[src/rtl/noc_pkg.sv]
// -----------------------------------------------------------------------------
// noc_pkg
// Shared definitions for the NoC command-stream front end:
//   - 4-bit command codes (cmd_data[7:4] of an ALE=1 byte)
//   - error code enumeration reported with err_pulse
//   - parser FSM state encoding
//   - addr_len_bytes(): maps the 3-bit address code to a byte count
// -----------------------------------------------------------------------------
package noc_pkg;

  localparam logic [3:0] OP_IDLE    = 4'b1000;
  localparam logic [3:0] OP_READ    = 4'b1001;
  localparam logic [3:0] OP_RD_RESP = 4'b1010;
  localparam logic [3:0] OP_WRITE   = 4'b1011;
  localparam logic [3:0] OP_WR_RESP = 4'b1100;
  localparam logic [3:0] OP_RSVD    = 4'b1101;
  localparam logic [3:0] OP_MSG     = 4'b1110;
  localparam logic [3:0] OP_END     = 4'b1111;

  typedef enum logic [1:0] {
    ERR_TRUNC  = 2'd0,
    ERR_FORMAT = 2'd1,
    ERR_UNSUP  = 2'd2
  } err_code_t;

  typedef enum logic [2:0] {
    S_IDLE,
    S_SRC,
    S_ADDR,
    S_DATA,
    S_LEN,
    S_SKIP
  } state_t;

  function automatic logic [3:0] addr_len_bytes(input logic [2:0] acode);
    logic [3:0] n;
    case (acode)
      3'd0:    n = 4'd1;
      3'd1:    n = 4'd2;
      3'd2:    n = 4'd3;
      3'd3:    n = 4'd4;
      3'd4:    n = 4'd5;
      3'd5:    n = 4'd7;
      3'd6:    n = 4'd8;
      default: n = 4'd12;
    endcase
    return n;
  endfunction

endpackage

[src/rtl/noc_pkt_out_reg.sv]
// -----------------------------------------------------------------------------
// noc_pkt_out_reg
// Single-entry valid/ready holding register. A packet offered with i_load is
// taken when the register is empty or is being popped in the same cycle;
// otherwise it is dropped and the saturating drop counter advances.
// Ports:
//   clk, rst        clock, asynchronous active-high reset
//   i_load, i_data  completed packet offer (one-cycle strobe + payload)
//   i_ready         consumer pop enable (pop = o_valid && i_ready)
//   o_valid, o_data held packet
//   o_drop_cnt      saturating count of dropped packets
// -----------------------------------------------------------------------------
module noc_pkt_out_reg #(
  parameter int W     = 8,
  parameter int CNT_W = 8
) (
  input  logic             clk,
  input  logic             rst,
  input  logic             i_load,
  input  logic [W-1:0]     i_data,
  input  logic             i_ready,
  output logic             o_valid,
  output logic [W-1:0]     o_data,
  output logic [CNT_W-1:0] o_drop_cnt
);

  logic             r_valid;
  logic [W-1:0]     r_data;
  logic [CNT_W-1:0] r_drop_cnt;
  logic             w_pop;
  logic             w_take;

  assign w_pop  = r_valid & i_ready;
  assign w_take = i_load & (~r_valid | w_pop);

  // NOTE: non-blocking assignments so every register samples pre-edge values.
  always_ff @(posedge clk or posedge rst) begin
    if (rst) begin
      r_valid    <= 1'b0;
      // NOTE: the payload is reset as well so the bus reads all-zero in reset.
      r_data     <= '0;
      r_drop_cnt <= '0;
    end else begin
      if (w_take) begin
        r_valid <= 1'b1;
        r_data  <= i_data;
      end else if (w_pop) begin
        r_valid <= 1'b0;
      end
      if (i_load && !w_take && (r_drop_cnt != '1)) begin
        r_drop_cnt <= r_drop_cnt + CNT_W'(1);
      end
    end
  end

  assign o_valid    = r_valid;
  assign o_data     = r_data;
  assign o_drop_cnt = r_drop_cnt;

endmodule

[src/rtl/noc_cmd_parser.sv]
// -----------------------------------------------------------------------------
// noc_cmd_parser
// Parses the {ALE, byte} command stream into READ/WRITE request packets and
// presents each on a single-entry valid/ready output register.
// Ports:
//   clk, rst             clock, asynchronous active-high reset
//   cmd_ale, cmd_data    stream input, one byte per clock (ALE=1: command)
//   pkt_valid/pkt_ready  output handshake
//   pkt_is_write, pkt_src_id, pkt_addr, pkt_addr_bytes, pkt_data, pkt_len
//                        decoded fields of the held packet
//   err_pulse, err_code  one-cycle error strobe and its code
//   drop_cnt, err_cnt    saturating drop / error counters
// -----------------------------------------------------------------------------
module noc_cmd_parser
  import noc_pkg::*;
#(
  parameter int DATA_BYTES     = 4,
  parameter int MAX_ADDR_BYTES = 12,
  parameter int CNT_W          = 8
) (
  input  logic                        clk,
  input  logic                        rst,
  input  logic                        cmd_ale,
  input  logic [7:0]                  cmd_data,
  output logic                        pkt_valid,
  input  logic                        pkt_ready,
  output logic                        pkt_is_write,
  output logic [7:0]                  pkt_src_id,
  output logic [MAX_ADDR_BYTES*8-1:0] pkt_addr,
  output logic [3:0]                  pkt_addr_bytes,
  output logic [DATA_BYTES*8-1:0]     pkt_data,
  output logic [15:0]                 pkt_len,
  output logic                        err_pulse,
  output logic [1:0]                  err_code,
  output logic [CNT_W-1:0]            drop_cnt,
  output logic [CNT_W-1:0]            err_cnt
);

  localparam int AW   = MAX_ADDR_BYTES * 8;
  localparam int DW   = DATA_BYTES * 8;
  localparam int PW   = 1 + 8 + AW + 4 + DW + 16;
  localparam int BC_W = $clog2((DATA_BYTES > 16) ? DATA_BYTES : 16);

  state_t           r_state;
  state_t           w_next;
  logic             r_is_write;
  logic             r_len2;
  logic [3:0]       r_n;
  logic [7:0]       r_src;
  logic [AW-1:0]    r_addr;
  logic [DW-1:0]    r_data;
  logic [7:0]       r_len_hi;
  logic [BC_W-1:0]  r_cnt;
  logic             r_err_pulse;
  err_code_t        r_err_code;
  logic [CNT_W-1:0] r_err_cnt;

  logic [3:0]       w_code;
  logic [3:0]       w_n;
  logic             w_is_rw;
  logic             w_is_nop;
  logic             w_fmt_ok;
  logic             w_accept;
  logic             w_in_pkt;
  logic             w_addr_last;
  logic             w_data_last;
  logic             w_len_last;
  logic             w_done;
  logic             w_err;
  err_code_t        w_err_code;
  logic [PW-1:0]    w_pkt_in;
  logic [PW-1:0]    w_pkt_out;

  // ---------------------------------------------------------------------------
  // Command byte decode. cmd_data[4] doubles as the code LSB and the len2 flag,
  // so READ (1001) and WRITE (1011) always carry a 2-byte length field.
  // ---------------------------------------------------------------------------
  assign w_code   = cmd_data[7:4];
  assign w_n      = addr_len_bytes(cmd_data[2:0]);
  assign w_fmt_ok = cmd_data[3] && (int'(w_n) <= MAX_ADDR_BYTES);

  // NOTE: every signal assigned in always_comb gets a default first, so no latch.
  always_comb begin
    w_is_rw  = 1'b0;
    w_is_nop = 1'b0;
    case (w_code)
      OP_READ, OP_WRITE:                        w_is_rw  = 1'b1;
      OP_IDLE, OP_END:                          w_is_nop = 1'b1;
      OP_RD_RESP, OP_WR_RESP, OP_RSVD, OP_MSG:  w_is_rw  = 1'b0;
      default:                                  w_is_rw  = 1'b0;
    endcase
  end

  assign w_accept    = cmd_ale && w_is_rw && w_fmt_ok;
  assign w_in_pkt    = r_state inside {S_SRC, S_ADDR, S_DATA, S_LEN};
  assign w_addr_last = (int'(r_cnt) == int'(r_n) - 1);
  assign w_data_last = (int'(r_cnt) == DATA_BYTES - 1);
  assign w_len_last  = (int'(r_cnt) == (r_len2 ? 1 : 0));

  // ---------------------------------------------------------------------------
  // FSM: state register
  // ---------------------------------------------------------------------------
  always_ff @(posedge clk or posedge rst) begin
    if (rst) r_state <= S_IDLE;
    else     r_state <= w_next;
  end

  // ---------------------------------------------------------------------------
  // FSM: next state. An ALE=1 byte is always decoded as a new command, whatever
  // the current state, so back-to-back packets lose no bytes.
  // ---------------------------------------------------------------------------
  always_comb begin
    w_next = r_state;
    if (cmd_ale) begin
      if (w_is_rw)       w_next = w_fmt_ok ? S_SRC : S_SKIP;
      else if (w_is_nop) w_next = S_IDLE;
      else               w_next = S_SKIP;
    end else begin
      case (r_state)
        S_SRC:   w_next = S_ADDR;
        S_ADDR:  if (w_addr_last) w_next = r_is_write ? S_DATA : S_LEN;
        S_DATA:  if (w_data_last) w_next = S_LEN;
        S_LEN:   if (w_len_last)  w_next = S_IDLE;
        default: w_next = r_state;
      endcase
    end
  end

  // ---------------------------------------------------------------------------
  // FSM: outputs. Truncation takes priority when an aborting command byte is
  // itself malformed, so a single byte never reports two events.
  // ---------------------------------------------------------------------------
  always_comb begin
    w_err      = 1'b0;
    w_err_code = ERR_TRUNC;
    w_done     = 1'b0;
    if (cmd_ale) begin
      if (w_in_pkt) begin
        w_err      = 1'b1;
        w_err_code = ERR_TRUNC;
      end else if (w_is_rw && !w_fmt_ok) begin
        w_err      = 1'b1;
        w_err_code = ERR_FORMAT;
      end else if (!w_is_rw && !w_is_nop) begin
        w_err      = 1'b1;
        w_err_code = ERR_UNSUP;
      end
    end else if (r_state == S_LEN && w_len_last) begin
      w_done = 1'b1;
    end
  end

  // ---------------------------------------------------------------------------
  // Field datapath. Shift registers are cleared on every accepted command, so
  // short addresses come out right-aligned and READ data stays zero.
  // ---------------------------------------------------------------------------
  always_ff @(posedge clk or posedge rst) begin
    if (rst) begin
      r_is_write <= 1'b0;
      r_len2     <= 1'b0;
      r_n        <= '0;
      r_src      <= '0;
      r_addr     <= '0;
      r_data     <= '0;
      r_len_hi   <= '0;
      r_cnt      <= '0;
    end else if (cmd_ale) begin
      if (w_accept) begin
        r_is_write <= (w_code == OP_WRITE);
        r_len2     <= cmd_data[4];
        r_n        <= w_n;
        r_src      <= '0;
        r_addr     <= '0;
        r_data     <= '0;
        r_len_hi   <= '0;
        r_cnt      <= '0;
      end
    end else begin
      case (r_state)
        S_SRC: begin
          r_src <= cmd_data;
          r_cnt <= '0;
        end
        S_ADDR: begin
          r_addr <= (r_addr << 8) | AW'(cmd_data);
          r_cnt  <= w_addr_last ? '0 : r_cnt + BC_W'(1);
        end
        S_DATA: begin
          r_data <= (r_data << 8) | DW'(cmd_data);
          r_cnt  <= w_data_last ? '0 : r_cnt + BC_W'(1);
        end
        S_LEN: begin
          r_len_hi <= cmd_data;
          r_cnt    <= r_cnt + BC_W'(1);
        end
        default: ;
      endcase
    end
  end

  // Error strobe and saturating error counter.
  always_ff @(posedge clk or posedge rst) begin
    if (rst) begin
      r_err_pulse <= 1'b0;
      r_err_code  <= ERR_TRUNC;
      r_err_cnt   <= '0;
    end else begin
      r_err_pulse <= w_err;
      r_err_code  <= w_err ? w_err_code : ERR_TRUNC;
      if (w_err && (r_err_cnt != '1)) r_err_cnt <= r_err_cnt + CNT_W'(1);
    end
  end

  // The final LEN byte is taken straight from the input; with a 1-byte length
  // r_len_hi is still zero, which gives the zero extension.
  assign w_pkt_in = {r_is_write, r_src, r_addr, r_n, r_data, r_len_hi, cmd_data};

  noc_pkt_out_reg #(
    .W     (PW),
    .CNT_W (CNT_W)
  ) u_out_reg (
    .clk        (clk),
    .rst        (rst),
    .i_load     (w_done),
    .i_data     (w_pkt_in),
    .i_ready    (pkt_ready),
    .o_valid    (pkt_valid),
    .o_data     (w_pkt_out),
    .o_drop_cnt (drop_cnt)
  );

  assign {pkt_is_write, pkt_src_id, pkt_addr, pkt_addr_bytes, pkt_data, pkt_len} = w_pkt_out;

  assign err_pulse = r_err_pulse;
  assign err_code  = r_err_code;
  assign err_cnt   = r_err_cnt;

endmodule

[config.mk]
export PLATFORM = sky130hd
export DESIGN_NAME = noc_cmd_parser
export DESIGN_NICKNAME = d
export VERILOG_FILES = /design/src/rtl/noc_pkg.sv /design/src/rtl/noc_pkt_out_reg.sv /design/src/rtl/noc_cmd_parser.sv
export SDC_FILE = /design/constraint.sdc
export NUM_CORES = 1
export LEC_CHECK = 0
export ABC_AREA = 1
export BUFFER_PORTS_ARGS = -buffer_cell sky130_fd_sc_hd__buf_2
export CAP_MARGIN = 20
export CORE_MARGIN = 2
export CORE_UTILIZATION = 52
export CTS_CLUSTER_DIAMETER = 150
export DETAILED_ROUTE_END_ITERATION = 10
export GPL_ROUTABILITY_DRIVEN = 1
export PLACE_DENSITY = 0.81
export RECOVER_POWER = 50
export SETUP_SLACK_MARGIN = 0.4
export SYNTH_ARGS = -nofsm -noshare
export SYNTH_HDL_FRONTEND = slang
export SYNTH_HIERARCHICAL = 1
export SYNTH_SLANG_ARGS = --single-unit
[constraint.sdc]
create_clock -name clk -period 4.6 [get_ports clk]
set_input_delay 0.23 -clock clk [delete_from_list [all_inputs] [get_ports clk]]
set_output_delay 0.23 -clock clk [all_outputs]
set_load 0.02 [all_outputs]
### After elaboration in Yosys (flattened, before gate mapping)

Index checks and enable logic that the tools add are counted.

* register bits: 334
* output and inout port bits: 177
* bits of input ports: 12

* multiplexer cells: 42
* add/sub/neg operators: 4
* bitwise operators: 6
* reduce and logical (&&, ||, !) cells: 30
* $lt $le $gt $ge: 1
* equal/unequal tests: 23

Operators with widths (number)
* $mux W96: 3
* $mux W32: 3
* $or A96 B8 Y96: 1
* $mux W8: 5
* $or A32 B8 Y32: 1
* $pmux W4 S7: 1
* $mux W3: 8
* $add A8 B1 Y8 const B: 2
* $eq A4 B4 Y1 const B: 4
* $mux W4: 4
* $ne A8 B8 Y1 const B: 2
* $pmux W4 S4: 1
* $eq A3 B2 Y1 const B: 4
* $eq A3 B3 Y1 const B: 4
* $pmux W3 S4: 1
* $reduce_and A2 Y1: 6
* $mux W1: 11
* $mux W2: 5
* $reduce_bool A2 Y1: 5
* $logic_and A1 B1 Y1: 9
* $ne A3 B3 Y1 const B: 3
* $eq A3 B1 Y1 const B: 2
* $eq A5 B5 Y1: 1
* $reduce_bool A5 Y1: 1
* 14 further kinds: 19

### Depth between registers and ports, before layout

Gate-level depths: netlist of run 1.

* depth after elaboration: 10
* depth in mapped cells: 12
* gate-level depth less buffers: 12

### Hierarchy

The synthesis of run 1 kept the hierarchy.

By module, submodules not included
* noc_cmd_parser: area each 6785.3 um^2, sequential area each 4204.0 um^2, cells each 702, times used 1
* noc_pkt_out_reg: area each 6648.9 um^2, sequential area each 4154.0 um^2, cells each 752, times used 1

### Least setup slack after synthesis of run 1

OpenSTA, ideal clock, no wires.

* kind: reg2reg
* start point: register r_state[0]
* end point: register u_out_reg.r_data[56] (netlist: u_out_reg/o_data[56])
* stages on the path, launching flop included: 12
* data required time: 4.483 ns
* arrival: 1.517 ns
* path slack: 2.966 ns
* period minus slack after synthesis: 1.634 ns
* cell sequence: dfrtp_1 > inv_1 > nand3_1 > inv_1 > nand3_1 > nor2_1 > buf_2 > nand2_2 > buf_2 > buf_4 > nand2_1 > nand2_1

* cells in the longest elaborated chain, start to end: 5

Ends and longest elaborated chain
* start: declaration: RTL line noc_cmd_parser.sv:44 `state_t r_state;`
* start signal: assignment: RTL line noc_cmd_parser.sv:105 `else r_state <= w_next;`
* $eq A3 B3 Y1: RTL line noc_cmd_parser.sv:148 `end else if (r_state == S_LEN && w_len_last) begin`
* $logic_and A1 B1 Y1: RTL line noc_cmd_parser.sv:148
* $mux W1: RTL line noc_cmd_parser.sv:148
* $mux W1: RTL line noc_cmd_parser.sv:137 `if (cmd_ale) begin`
* named net w_done: RTL line noc_cmd_parser.sv:68 `logic w_done;`
* $and A1 B1 Y1: RTL line noc_pkt_out_reg.sv:34 `assign w_take = i_load & (~r_valid | w_pop);`
* end signal: assignment: RTL line noc_pkt_out_reg.sv:46 `r_data <= i_data;`
* end: declaration: RTL line noc_pkt_out_reg.sv:28 `logic [W-1:0] r_data;`

The timed path passes the listed nets, and every way through them passes these cells.
A chain may end at the register's enable or synchronous reset.

==> summary.txt, run 1 <==
Outcome
  – Outcome: finished, violations left
  – Failing checks: capacitance limit, slew limit

Logic synthesis
  – Mapped Nets: 1,470
  – Synthesis-stage register bit count: 334
  – Synth area leaders: dfrtp_1 (62%), nand2_1 (12%), nand3_1 (7.9%), o22ai_1 (4.6%), inv_1 (4.2%)
  – Avg Cell Area, Syn: 9.239 um2
  – Synth top area share: 62.21%
  – Largest area contributor in the netlist: dfrtp_1
  – Cell area after synthesis: 0.01343 mm2
  – Sequential share of the synthesized area: 62.21%
  – Synth cell types: 28
  – Syn Inst Count: 1,454
  – YS warnings: 6

Drt
  – Initial DRC Count: 1,032
  – Antenna Violating Nets Remaining: 0
  – Drt pass-1 iters: 6
  – Vias: 10,570
  – DRC violation count after routing: 0
  – Routed WL per cell: 16.67 um
  – WL final: 32.78 mm
  – Via-per-instance ratio: 5.378

Worst setup path
  – Worst Reg-to-Reg Cells: 9
  – Arr. time, crit path: 3.37 ns
  – Max incr delay on CP: 2.04 ns
  – Crit Path Category: input port to async pin
  – CP Capture Type: async pin
  – Req. time, crit path: 4.59 ns
  – Critical path depth: 4
  – CP cell instances: dlygate4sd3_1, clkbuf_1, clkinvlp_2, clkbuf_1
  – CP Buf/Inv Count: 4
  – Crit-path leading delay family: buffers and inverters
  – CP Max Fanout: 50
  – Slowest-stage cell, CP: clkbuf_1
  – CP dominant cell by count: clkbuf_1
  – Startpoint types: input port

STA
  – Setup Skew: 0.01779 ns
  – Setup TNS: 0 ns
  – RSZ-0062 raised after global routing: false
  – Final setup violating endpoints: 0
  – Setup ws final: 1.228 ns
  – Fmax: 296.5 MHz
  – Final min period: 3.372 ns
  – Worst-margin pin slew: 2.833 ns
  – Tcrit/Tclk final: 73.31%
  – Final Max Slew Viols: 262
  – Rel. slew slack: -88.85%
  – Final hold vios: 0

Placement
  – Routability Congestion: 0.8219
  – Place WS: 1.468 ns
  – DP Cell Count: 1,898
  – Port bufs: 188
  – Detailed placement HPWL: 20.38 mm

Hold path
  – Min-delay worst type: input port to register
  – Hold path cells: 3

Pwr
  – Int Power: 6.547 mW
  – Sequential power share: 43.7%
  – Maximum VDD drop: 0.3362 mV
  – Pwr Density: 671.5 mW/mm2
  – P_leak: 7.781 nW
  – Clk pwr share: 28.2%
  – Sw frac: 37.18%
  – Logic pwr share: 28.1%
  – Switching power: 3.875 mW

Clocking
  – Total CTS buffers: 35
  – CTS Buffer Depth: 3
  – Root buffer cell: clkbuf_16
  – Clock Latency Late Sink: 0.51 ns
  – Postcts setup bufs: 0
  – Htree depth: 2
  – Clock sinks: 334
  – CTS tree: yes
  – Reg clk slew, reported paths: 0.06 ns

Finish
  – Non-filler instance count after layout: 1,966
  – Layout area overhead: 15.53%
  – # diodes: 0
  – Fin nets: 1,628
  – Share of cells above drive strength 1: 6.051%
  – Fillcell total: 2,168

Global routing
  – Tot GR Track Use: 24.36%
  – Largest net degree at the start of global routing: 169
  – Initial antenna violation count: 1
  – GRT overflow: 0
  – First-pass GRT wire length: 52.71 mm
  – Vias in the first global route: 10,170

Floorplanning
  – Die boundary width: 164.7 um
  – Die area: 0.02714 mm2
  – Core region area: 0.02525 mm2
  – # IOs: 189
  – Initial Util: 53.20%
  – Die Ht: 164.7 um
  – Row count: 58

Run
  – Max cap viols: 3
-- through the flow --
stage | area (um2) | total power, mW | util (%) | hold WS (ns)
global route | 15520 | 11.04 | 61.45 | 0.01793
detailed placement | 14480 | 7.629 | 57.32 | 0.2211
CTS | 15750 | 10.62 | 62.35 | 0.002598
finish | 15520 | 10.42 | 61.45 | 0.02222
global placement | 14480 | 7.506 | 57.32 | 0.2095
floorplan | 13440 | 6.533 | - | 0.3016
-- worst paths after layout --
path | start | endpoint | slack (ns)
hold reg to reg | u_out_reg/o_data[117]$_DFFE_PP0P_ | u_out_reg/o_data[117]$_DFFE_PP0P_ | 0.47
min in group asynchronous | rst | u_out_reg/o_data[10]$_DFFE_PP0P_ | 0.34
hold / removal | cmd_data[1] | u_out_reg/o_data[1]$_DFFE_PP0P_ | 0.02
setup reg to reg | r_state[0]$_DFFE_PP0P_ | u_out_reg/o_data[70]$_DFFE_PP0P_ | 1.36
setup / recovery | rst | u_out_reg/o_data[155]$_DFFE_PP0P_ | 1.23
max in group clk | r_state[0]$_DFFE_PP0P_ | u_out_reg/o_data[70]$_DFFE_PP0P_ | 1.36
-- cell usage in the layout, fill, tap and decap left out, types with 6 or more instances in the layout --
cell type      count
nand3_1          213
clkinv_2           8
nor2_1            26
o21ai_0           53
dlygate4sd3_1      6
o22ai_1           99
buf_4              9
nand2_1          440
inv_1            150
xnor2_1            9
nor3_1             6
clkbuf_1         182
dfrtp_1          334
buf_2             12
clkbuf_16         37
a21oi_1            6
-- power groups by stage --
stage               Combinational, mW  Sequential [mW]  Clock (mW)
finish                           2.93             4.55        2.94
detailed placement               3.06             4.57           0
global placement                 2.97             4.54           0
floorplan                        1.38             5.15           0
CTS                              3.09             4.53        3.00
global route                     3.25             4.67        3.13
-- flip-flops by register name, indices dropped and copies added, names as in the netlist --
name / flops
err_cnt: 8
r_len2: 1
r_is_write: 1
u_out_reg/o_drop_cnt: 8
err_code: 2
r_state: 3
r_data: 32
r_cnt: 4
err_pulse: 1
r_addr: 96
u_out_reg/o_valid: 1
r_src: 8
r_n: 4
r_len_hi: 8
u_out_reg/o_data: 157
-- cell usage after synthesis (all sizes together) --
| cell | number |
|---|---|
| clkbuf | 14 |
| nand3b | 1 |
| o22ai | 99 |
| dfrtp | 334 |
| o21ai | 54 |
| o211ai | 1 |
| xor2 | 3 |
| nor3 | 7 |
| nand3 | 213 |
| inv | 157 |
| xnor2 | 9 |
| ha | 4 |
| clkinv | 1 |
| a21oi | 6 |
| nand2 | 447 |
| or2 | 1 |
| buf | 72 |
| nor2 | 29 |
| nand4 | 2 |
-- area by class of cell --
| type | count | area, um2 | share of cell area, % |
|---|---|---|---|
| multi-input combinational | 876 | 4051 | 26.10 |
| tap | 330 | 412.9 | 2.660 |
| sequential | 334 | 8358 | 53.85 |
| clock inverter | 16 | 212.7 | 1.371 |
| timing repair buffer | 207 | 890.9 | 5.740 |
| inverter | 158 | 598.1 | 3.854 |
| clock buffer | 45 | 996.0 | 6.417 |
-- timing repair --
item / 4_1_cts / 5_1_grt
hold endpoints to repair: 13 / 0
resized for setup: 0 / 0
hold buffers: 6 / 0
-- per-layer routing --
metal  global-route usage, %  vias to the layer above  routed length [um]
li1                        -                     5010                   -
met1                   33.75                     5157               13950
met2                   39.79                      357               16080
met3                   4.671                       50                2105
met4                   6.561                        0                 646
met5                       0                        -                   0
-- worst register-to-register path: stages (launching register included) --
cell	delay [ns]
dfrtp_1	0.42
inv_1	0.12
nand3_1	0.18
inv_1	0.15
nand3_1	0.17
nor2_4	0.70
nand2_4	0.58
buf_4	0.56
nand2_1	0.16
nand2_1	0.06
-- cell families after synthesis --
kind of cell	synth area share [%]
XOR/XNOR	0.7824
AO/OA/AOI/OAI	6.901
buffers and inverters	7.777
AND/OR/NAND/NOR	21.95
adder cells (fa/ha/maj)	0.3726
flip-flops	62.21
(Power assumes the default switching activity.)
==> run 2, diff against run 1 <==
--- a/config.mk
+++ b/config.mk
@@ -5,7 +5,7 @@
 export SDC_FILE = /design/constraint.sdc
 export NUM_CORES = 1
 export LEC_CHECK = 0
-export ABC_AREA = 1
+export ABC_AREA = 0
 export BUFFER_PORTS_ARGS = -buffer_cell sky130_fd_sc_hd__buf_2
 export CAP_MARGIN = 20
 export CORE_MARGIN = 2
==> constraint.sdc (replaced) <==
create_clock -name clk -period 2.7 [get_ports clk]
set_input_delay 0.135 -clock clk [delete_from_list [all_inputs] [get_ports clk]]
set_output_delay 0.135 -clock clk [all_outputs]
set_load 0.02 [all_outputs]
==> run 2 against run 1 <==
The flow still finishes with violations (capacitance limit, slew limit). Largest cell class unchanged. Largest power group unchanged. Sequential share of layout area down 0.52 points. Sequential cell count unchanged. First-iteration DRC count is 46% lower. Hold slack gained 0.028 ns. Die area down 0.65%. Power up 47%. Final cell count down 15%. Via count down 13%.
==> summary.txt, run 2 <==
Finish
  – Non-filler instance count after layout: 1,672
  – Most frequent cells in the layout: dfrtp_1 (333), nand2_1 (284), clkbuf_1 (180), mux2_2 (141), nand3_1 (124)
  – Commonest non-fill, non-tap cell in the layout: dfrtp_1
  – Largest register FFs: 157
  – # diodes: 0
  – Final Util: 62.24%
  – Layout area overhead: 17.45%
  – Fin nets: 1,336
  – Share of cells above drive strength 1: 18.33%

Worst setup path
  – Crit-path leading delay family: simple AND/OR/NAND/NOR gates
  – CP Buf/Inv Count: 1
  – CP Max Fanout: 40
  – Crit Path Category: register to register
  – Arr. time, crit path: 2.55 ns
  – Critical path depth: 6
  – Worst Reg-to-Reg Cells: 6
  – Max incr delay on CP: 0.44 ns
  – Req. time, crit path: 3.07 ns
  – Startpoint types: register
  – CP cell instances: xor2_1, nor4_2, and3_4, nand2_4, buf_12, mux2_1
  – CP Capture Type: register
  – Slowest-stage cell, CP: dfrtp_1

Floorplanning
  – Initial Util: 52.99%
  – Row count: 58
  – # IOs: 189
  – Die area: 0.02696 mm2
  – Die boundary width: 164.2 um
  – Core region area: 0.02518 mm2
  – Die Ht: 164.2 um

Logic synthesis
  – YS warnings: 6
  – Most frequent cells after synthesis: dfrtp_1 (334), nand2_1 (285), mux2_2 (141)
  – Cell area after synthesis: 0.01334 mm2
  – Mapped Nets: 1,151
  – Largest area contributor in the netlist: dfrtp_1
  – Avg Cell Area, Syn: 11.76 um2
  – Synth area leaders: dfrtp_1 (63%), mux2_2 (12%), nand2_1 (8.0%), nand3_1 (4.7%), mux2_1 (1.9%)
  – Async S/R FF share, synth: 100.0%
  – Sequential share of the synthesized area: 62.63%
  – Syn Inst Count: 1,135
  – Most numerous cell in the Yosys netlist: dfrtp_1
  – Number of synthesized flops with an enable pin: 0
  – Synth cell types: 55
  – Synthesis-stage register bit count: 334
  – Synth top area share: 62.63%
  – Most common flop cell mapped by yosys: dfrtp_1

Drt
  – Vias: 9,199
  – Routed WL per cell: 18.11 um
  – Antenna Violating Nets Remaining: 0
  – Via-per-instance ratio: 5.502
  – DRC violation count after routing: 0
  – Initial DRC Count: 556
  – Drt pass-1 iters: 5
  – WL final: 30.28 mm

Pwr
  – Sw frac: 32.38%
  – Pwr Density: 978.0 mW/mm2
  – P_leak: 7.962 nW
  – Design Power: 15.33 mW
  – Sequential power share: 46.0%
  – Int Power: 10.36 mW
  – Switching power: 4.963 mW
  – Maximum VDD drop: 0.7524 mV
  – Logic pwr share: 22.4%
  – Clk pwr share: 31.6%

Outcome
  – Outcome: finished, violations left
  – Failing checks: capacitance limit, slew limit

STA
  – Fmax: 457.8 MHz
  – Setup TNS: 0 ns
  – Final min period: 2.184 ns
  – Setup Skew: 0.01625 ns
  – Hold Slack: 0.05062 ns
  – Final Max Slew Viols: 29
  – Final hold vios: 0
  – RSZ-0062 raised after global routing: true
  – Final setup violating endpoints: 0
  – Tcrit/Tclk final: 80.90%
  – Rel. slew slack: -2.010%
  – Worst-margin pin slew: 1.522 ns

Global routing
  – Largest net degree at the start of global routing: 90
  – First-pass GRT wire length: 48.67 mm
  – Initial antenna violation count: 0
  – Vias in the first global route: 9,217
  – GRT overflow: 0
  – Tot GR Track Use: 22.65%

Placement
  – Port bufs: 188
  – Routability Congestion: 0.8091
  – Detailed placement HPWL: 18.95 mm
  – DP Cell Count: 1,605

Clocking
  – Postcts setup bufs: 0
  – Htree depth: 2
  – Clock sinks: 334
  – Clock Latency Late Sink: 0.50 ns
  – Reg clk slew, reported paths: 0.06 ns
  – Root buffer cell: clkbuf_16
  – CTS tree: yes
  – Total CTS buffers: 34
  – CTS Buffer Depth: 3

Run
  – Max cap viols: 1

Hold path
  – Hold path cells: 3
  – Min-delay worst type: input port to register
==> run 2: cells by family (layout without fill, tap and decap cells) <==
| logic type | Yosys count | count (layout) | share of synthesized area (%) |
|---|---|---|---|
| xor+xnor | 16 | 16 | 1.191 |
| mux | 165 | 165 | 13.91 |
| flops | 334 | 334 | 62.63 |
| compound gates | 68 | 68 | 3.329 |
| fa+ha+maj | 4 | 4 | 0.3751 |
| buf+inv | 79 | 286 | 2.982 |
| simple gates | 469 | 469 | 15.58 |
==> run 2: path summary, 6_finish.rpt <==
check	startpoint	endpoint	slack [ns]
max in group asynchronous	rst	r_addr[70]$_DFFE_PP0P_	1.15
hold reg to reg	r_addr[70]$_DFFE_PP0P_	r_addr[78]$_DFFE_PP0P_	0.47
min in group asynchronous	rst	u_out_reg/o_data[122]$_DFFE_PP0P_	0.54
hold / removal	cmd_data[0]	r_src[0]$_DFFE_PP0P_	0.05
setup / recovery	r_cnt[0]$_DFFE_PP0P_	u_out_reg/o_data[9]$_DFFE_PP0P_	0.52
setup reg to reg	r_cnt[0]$_DFFE_PP0P_	u_out_reg/o_data[9]$_DFFE_PP0P_	0.52
==> run 2: area by class of cell <==
cell class                      instances  area, um2
Sequential cell                       334       8359
Multi-Input combinational cell        722       4626
Fill cell                            2034       9509
Clock inverter                         13      205.2
Clock buffer                           45      943.4
Inverter                               13      51.30
Timing Repair Buffer                  215       1075
Tap cell                              330      412.9
==> run 2: routing by layer <==
layer  GRT usage (%)  wire (um)  vias up
met3           4.975       1807       68
met4           7.376        884        0
met2           37.07      14840      250
met1           30.25      12750     4664
met5               0          0        -
li1                -          -     4217
==> run 2: worst register-to-register path, cell delays in order, from the launching register on <==
cell and delay, ns:
dfrtp_1 0.44, xor2_1 0.20, nor4_2 0.24, and3_4 0.29, nand2_4 0.21, buf_12 0.27, mux2_1 0.40
==> run 2: power by group through the flow <==
stage / Sequential (mW) / Combinational, mW / Clock [mW]
CTS: 7.03 / 3.62 / 4.94
global route: 7.20 / 3.78 / 5.14
floorplan: 7.50 / 1.86 / 0
global placement: 7.04 / 3.44 / 0
detailed placement: 7.08 / 3.57 / 0
finish: 7.05 / 3.44 / 4.84
==> run 2: metrics by stage <==
step	cell area [um2]	setup WS, ns
after floorplan	13350	0.4243
after global placement	14650	0.4127
after detailed placement	14650	0.3398
after CTS	15900	0.4637
after global routing	15670	0.3826
final	15670	0.5156
==> run 2: repair_timing <==
item | 4_1_cts | 5_1_grt
hold endpoints to repair | 65 | 0
gates resized for setup | 2 | 2
setup endpoints to repair | 143 | 18
hold buffers | 9 | 0
